File: src/rtl/cpu_types_pkg.sv
// Core-wide basic types shared by the CPU blocks.
package cpu_types_pkg;
  typedef logic [31:0] word_t;
endpackage

File: src/rtl/mem_arbiter_ctrl_pkg.sv
// Shared types and constants for the single-port memory arbiter.
package mem_arb_pkg;
  typedef cpu_types_pkg::word_t word_t;

  typedef enum logic [1:0] {IDLE, DACC, IACC} arb_state_t;

  localparam word_t ERR_WORD = 32'hBAD1BAD1;
endpackage

File: src/rtl/arb_timeout_ctr.sv
// Access-age counter: cleared while idle, counts stalled access cycles, flags TIMEOUT reached.
module arb_timeout_ctr #(
  parameter int unsigned TIMEOUT = 15
) (
  input  logic clk_i,
  input  logic rst_i,
  input  logic clr_i,
  input  logic inc_i,
  output logic tc_o
);
  localparam int unsigned CntW = (TIMEOUT < 2) ? 1 : $clog2(TIMEOUT + 1);

  logic [CntW-1:0] cnt_q;

  always_ff @(posedge clk_i or posedge rst_i) begin
    if (rst_i) begin
      cnt_q <= '0;
    end else if (clr_i) begin
      cnt_q <= '0;
    end else if (inc_i) begin
      cnt_q <= cnt_q + CntW'(1);
    end
  end

  assign tc_o = (cnt_q == CntW'(TIMEOUT));
endmodule

File: src/rtl/mem_arbiter_ctrl.sv
// Serialises instruction fetch and data accesses onto one RAM port, data-first with
// alternating fairness, and aborts accesses the RAM never acknowledges.
module mem_arbiter_ctrl
  import mem_arb_pkg::*;
#(
  parameter int unsigned        WORD_W   = 32,
  parameter int unsigned        TIMEOUT  = 15,
  parameter logic [WORD_W-1:0]  ERR_WORD = mem_arb_pkg::ERR_WORD
) (
  input  logic              CLK,
  input  logic              RST,
  input  logic              iREN,
  input  logic [WORD_W-1:0] iaddr,
  output logic              iwait,
  output logic [WORD_W-1:0] iload,
  input  logic              dREN,
  input  logic              dWEN,
  input  logic [WORD_W-1:0] daddr,
  input  logic [WORD_W-1:0] dstore,
  output logic              dwait,
  output logic [WORD_W-1:0] dload,
  output logic              ramREN,
  output logic              ramWEN,
  output logic [WORD_W-1:0] ramaddr,
  output logic [WORD_W-1:0] ramstore,
  input  logic [WORD_W-1:0] ramload,
  input  logic              ram_ready,
  output logic              err
);
  arb_state_t state;
  logic       op_wr;
  logic       last_d;
  logic       tc;
  logic       in_acc;
  logic       done;
  logic       d_req;

  assign d_req  = dREN | dWEN;
  assign in_acc = (state != IDLE);
  // An access ends on RAM acknowledge or when the stall counter hits its limit.
  assign done   = in_acc && (ram_ready || tc);

  arb_timeout_ctr #(
    .TIMEOUT(TIMEOUT)
  ) u_timeout_ctr (
    .clk_i(CLK),
    .rst_i(RST),
    .clr_i(state == IDLE),
    .inc_i(in_acc && !ram_ready && !tc),
    .tc_o (tc)
  );

  always_ff @(posedge CLK or posedge RST) begin
    if (RST) begin
      state    <= IDLE;
      ramREN   <= 1'b0;
      ramWEN   <= 1'b0;
      ramaddr  <= '0;
      ramstore <= '0;
      op_wr    <= 1'b0;
      last_d   <= 1'b0;
      err      <= 1'b0;
    end else begin
      case (state)
        IDLE: begin
          // A fetch waiting behind a data grant goes next.
          if (d_req && (!last_d || !iREN)) begin
            state   <= DACC;
            ramaddr <= daddr;
            op_wr   <= dWEN;
            ramWEN  <= dWEN;
            ramREN  <= !dWEN;
            last_d  <= 1'b1;
            if (dWEN) begin
              ramstore <= dstore;
            end
          end else if (iREN) begin
            state   <= IACC;
            ramaddr <= iaddr;
            op_wr   <= 1'b0;
            ramWEN  <= 1'b0;
            ramREN  <= 1'b1;
            last_d  <= 1'b0;
          end
        end
        DACC, IACC: begin
          if (done) begin
            state  <= IDLE;
            ramREN <= 1'b0;
            ramWEN <= 1'b0;
            if (!ram_ready) begin
              err <= 1'b1;
            end
          end
        end
        default: state <= IDLE;
      endcase
    end
  end

  always_comb begin
    iwait = 1'b1;
    dwait = 1'b1;
    iload = '0;
    dload = '0;
    if (done) begin
      if (state == DACC) begin
        dwait = 1'b0;
        if (!op_wr) begin
          dload = ram_ready ? ramload : ERR_WORD;
        end
      end else begin
        iwait = 1'b0;
        iload = ram_ready ? ramload : ERR_WORD;
      end
    end
  end
endmodule

File: config.mk
export PLATFORM = sky130hd
export DESIGN_NAME = mem_arbiter_ctrl
export DESIGN_NICKNAME = d
export VERILOG_FILES = /design/src/rtl/cpu_types_pkg.sv /design/src/rtl/mem_arbiter_ctrl_pkg.sv /design/src/rtl/arb_timeout_ctr.sv /design/src/rtl/mem_arbiter_ctrl.sv
export SDC_FILE = /design/constraint.sdc
export NUM_CORES = 1
export LEC_CHECK = 0
export CORE_MARGIN = 1.5
export CORE_UTILIZATION = 35
export DETAILED_ROUTE_END_ITERATION = 8
export GPL_TIMING_DRIVEN = 0
export PLACE_DENSITY = 0.91
export SKIP_CTS_REPAIR_TIMING = 1
export SLEW_MARGIN = 15
export SYNTH_ARGS = -nofsm -noshare
export SYNTH_HDL_FRONTEND = slang
export SYNTH_SLANG_ARGS = --single-unit
File: constraint.sdc
create_clock -name CLK -period 3.1 [get_ports CLK]
set_input_delay 0.465 -clock CLK [delete_from_list [all_inputs] [get_ports CLK]]
set_output_delay 0.465 -clock CLK [all_outputs]
set_load 0.05 [all_outputs]
==> summary by stage <==
Die
The area of the core is between 10000 and 15000 um2. The floorplan step defined a die boundary enclosing around 11000 um2. The number of placed I/O pins is 267. The overall die width is around 110 um. The initialized floorplan defines 37 standard-cell rows. The die span in y is ~110 um. The initial utilization of the core area, before any placement, comes to 0.3611.

Worst setup path
The total buffers and inverters traversed by the critical path is 2. In this run the worst path has a maximum fanout of 7. The signal on the critical path passes through inv_1 -> ha_1 -> nor4b_2 -> and2_1 -> clkdlybuf4s50_1.

The endpoint kind of the worst setup timing path is a primary output. The launch point of the critical path is state[0]$_DFFE_PP0P_. Grouping stages by cell kind, the critical path spends the most delay in buffers and inverters. The critical path arrival is 2.48 ns. In this run the critical register-to-register path is launched from state[0]$_DFFE_PP0P_. The required time reported for the critical path endpoint is approximately 2.6 ns. The delay contributed by the slowest stage of the critical path is 0.80 ns. The critical path's slowest cell is sky130_fd_sc_hd__clkdlybuf4s50_1. The worst setup path is launched from a flip-flop.

The start-to-end type of the worst setup path is flip-flop to primary output.

Detailed routing
After detailed routing, the number of vias per cell comes to 4.802. The first routing iteration left roughly 150 violations. Dividing the detail-routed wire length by the instance count gives ~16 um. In this run the remaining antenna-violating nets after routing total 0. The total wire length after detailed routing is roughly 12000 um. Detailed routing inserted a total of roughly 3700 vias. Before antenna repair, the detailed router went through 4 iterations. The number of DRC violations after detailed routing is 0.

Clock tree
The H-tree was split into 3 levels. The clock tree from TritonCTS is yes. The clock transition at the registers of the reported paths is about 0.08 ns. The clock passes through at most 2 buffers. The clock buffer count from CTS is 9. The CTS sink count is 75.

For the worst-skew pair, the clock arrives at the later sink with an insertion delay of 0.35 ns. The clock root buffer master is sky130_fd_sc_hd__clkbuf_8.

Placed design
At the end of routability-driven placement, the weighted congestion stood at slightly above 0.8. The post-place instance area is 6600 um2. The final HPWL from detailed placement is roughly 9900 um. The count of buffers added on input and output ports is 266.

Timing
Setup violations remaining at the end of the flow were counted as 0. Setup repair after global routing left no endpoint under its margin. The time the final worst path needs with I/O delays and setup is roughly 3 ns. The count of pins over their slew limit came to 0. The maximum frequency from static timing analysis is 339.3 MHz. The worst clock skew is about 0.0098 ns. Hold is met by 0.4868 ns. For the pin with the worst max-slew slack, the measured transition is ~0.54 ns. The worst slew slack as a fraction of its limit is 0.6365.

The final critical-path share of the clock period is 0.9507. The final hold violation count is 0.

Power and ir drop
The part of the power in the clock network is 0.097. Summed over all cells, the static leakage comes to roughly 3.8 nW. Of the total power, the share spent switching nets is 0.5245.

The internal portion of the total power is around 3.3 mW. The worst vdd rail ir drop is about 0.62 mV. The switching power of the nets is between 3 and 4 mW. The power share of the sequential group is 0.245. For this design the ratio of total power to cell area is around 1000 nW/um2. The logic gate share of total power is 0.657.

Worst hold path
The type of the worst min-delay path is flip-flop to flip-flop. The worst hold path begins at ramaddr[15]$_DFFE_PP0P_.

Synth
For this run, the register share of the synthesized area comes to 0.5012. After technology mapping, the gate count stands at between 300 and 400. sky130_fd_sc_hd__dfrtp_1 takes more of the synthesized area than any other cell. By area the synthesized netlist is led by sky130_fd_sc_hd__dfrtp_1 50%, sky130_fd_sc_hd__mux2_1 9.0%, sky130_fd_sc_hd__mux2i_1 8.8%. Of the post-synthesis cell area, the dominant cell type holds 0.5012. The count of different cell masters after synthesis is 38.

The number of warnings issued by yosys is 0. The synthesized netlist occupies a cell area of ~3700 um2. After synthesis the netlist holds a flip-flop and latch count of between 70 and 80. The synthesized area per cell is roughly 10 um2.

The number of nets handed over by synthesis was around 500.

Global routing
In the global route stage, overall resource usage came out at 0.2134. The total congestion overflow is 0. The number of global-route vias before repair was ~4000. The initial antenna violation count was 0. The global-route wire length before repair is between 15000 and 20000 um. The pin count of the biggest net entering global routing is 41.

Job
The total of max-cap violations is 0.

Final layout
The number of filler instances in the final layout is around 800. The area of all placed cells without fillers is 6914 um2. Of the cells placed in the final design, the portion with a size suffix greater than 1 is 0.08892.

The diode insertion count for antenna repair is 0. Compared with the post-synthesis result, the final layout area differs by 84.63%. The number of nets at the end of the flow is between 700 and 800.

Run status
The run finished with clean final reports.
[state kept, by name, summed over array words and instances (netlist names)]
| name | flops |
|---|---|
| ramREN | 1 |
| u_timeout_ctr.cnt_q | 4 |
| last_d | 1 |
| ramstore | 32 |
| ramWEN | 1 |
| state | 2 |
| err | 1 |
| ramaddr | 32 |
| op_wr | 1 |
[layout make-up]
class / instances / area (um2) / area share
repair buffers: 267 / 2813 / 0.4068
flip-flops and latches: 75 / 1877 / 0.2714
multi-input cells: 254 / 1725 / 0.2495
well taps: 136 / 170.2 / 0.02461
clock buffers: 10 / 137.6 / 0.01991
plain buffers: 24 / 130.1 / 0.01882
clock inverters: 6 / 40.04 / 0.005791
inverters: 5 / 21.27 / 0.003076
[stage by stage]
stage                     instances  TNS, ns  total power, mW    util  setup WS (ns)
after floorplan                 358        0            4.708       -         0.4780
after global placement          760   -38.48            6.275  0.6343        -0.4437
after detailed placement        761   -7.043            6.408  0.6365        -0.2436
after CTS                       777   -8.981            7.119  0.6536        -0.2624
after global routing            777        0            7.395  0.6667       0.002762
final                           777        0            7.045  0.6667         0.1530
[placed cells by master (no fill, tap or decap), drive strengths merged, types with 22 or more instances in the layout]
cell type      count
clkbuf            22
dlymetal6s2s      56
dfrtp             75
o21ai             32
clkdlybuf4s50    208
and2              30
mux2              33
nor2              60
nand2             38
mux2i             33
[worst register-to-register path, stage by stage (launching register included)]
cell and delay [ns]:
sky130_fd_sc_hd__dfrtp_1 0.40, sky130_fd_sc_hd__inv_1 0.06, sky130_fd_sc_hd__ha_1 0.31, sky130_fd_sc_hd__and2_1 0.21, sky130_fd_sc_hd__and2_1 0.16, sky130_fd_sc_hd__buf_2 0.16
sky130_fd_sc_hd__buf_2 0.27, sky130_fd_sc_hd__mux2_1 0.37
[logic make-up (layout without fill, tap and decap cells)]
| kind of cell | after synthesis | in the layout | share of synthesized area |
|---|---|---|---|
| AND/OR/NAND/NOR | 138 | 138 | 0.1791 |
| flip-flops | 75 | 75 | 0.5012 |
| multiplexers | 66 | 66 | 0.1874 |
| AO/OA/AOI/OAI | 46 | 46 | 0.08052 |
| buffers and inverters | 29 | 312 | 0.03943 |
| adder cells (fa/ha/maj) | 3 | 3 | 0.01002 |
| XOR/XNOR | 1 | 1 | 0.002339 |
[metal layers]
layer	GRT usage	vias to the layer above	wire length, um
met2	0.3922	198	6376
met3	0.05641	32	1065
met1	0.2236	1744	4499
met4	0.1057	0	401
li1	-	1757	-
met5	0	-	0
[power groups by stage]
stage                     sequential, mW  combinational, mW  clock [mW]
after floorplan                     3.26               1.45           0
after global placement              1.70               4.57           0
after detailed placement            1.74               4.67           0
after CTS                           1.73               4.68       0.706
after global routing                1.79               4.85       0.748
final                               1.73               4.63       0.686
[final timing paths]
path                       depth (start not counted)  slack [ns]                        to
max                                                5        0.15                  dload[1]
min                                                2        0.49   ramaddr[15]$_DFFE_PP0P_
max reg2reg                                        7        1.04  ramstore[14]$_DFFE_PP0P_
min reg2reg                                        2        0.49   ramaddr[15]$_DFFE_PP0P_
max in group asynchronous                          3        2.02   ramaddr[10]$_DFFE_PP0P_
min in group asynchronous                          2        0.50  ramstore[15]$_DFFE_PP0P_
[synth_stat cells]
library cell	instances
sky130_fd_sc_hd__buf_12	1
sky130_fd_sc_hd__or2b_1	1
sky130_fd_sc_hd__o21ai_1	7
sky130_fd_sc_hd__a21o_1	1
sky130_fd_sc_hd__xnor2_1	1
sky130_fd_sc_hd__nand4_1	1
sky130_fd_sc_hd__buf_6	1
sky130_fd_sc_hd__or4b_1	1
sky130_fd_sc_hd__a221oi_1	1
sky130_fd_sc_hd__o221ai_1	1
sky130_fd_sc_hd__nand2_1	38
sky130_fd_sc_hd__o21a_1	1
sky130_fd_sc_hd__a22o_1	1
sky130_fd_sc_hd__o2bb2ai_2	1
sky130_fd_sc_hd__a21oi_1	1
sky130_fd_sc_hd__nor2_1	50
sky130_fd_sc_hd__buf_2	12
sky130_fd_sc_hd__clkbuf_1	10
sky130_fd_sc_hd__a32o_1	2
sky130_fd_sc_hd__nor4b_2	1
sky130_fd_sc_hd__nor2_4	3
sky130_fd_sc_hd__o21ai_0	25
sky130_fd_sc_hd__nor3_1	2
sky130_fd_sc_hd__and2_1	30
sky130_fd_sc_hd__a31o_2	3
sky130_fd_sc_hd__nor2_2	7
sky130_fd_sc_hd__mux2_2	3
sky130_fd_sc_hd__inv_1	5
sky130_fd_sc_hd__nand3b_1	1
sky130_fd_sc_hd__a31oi_4	1
sky130_fd_sc_hd__mux2_1	30
sky130_fd_sc_hd__ha_1	3
sky130_fd_sc_hd__or2_2	1
sky130_fd_sc_hd__nor2b_1	1
sky130_fd_sc_hd__o31ai_2	1
sky130_fd_sc_hd__or3_1	1
sky130_fd_sc_hd__mux2i_1	33
sky130_fd_sc_hd__dfrtp_1	75
Note: power is estimated with default switching activity, not from simulation.
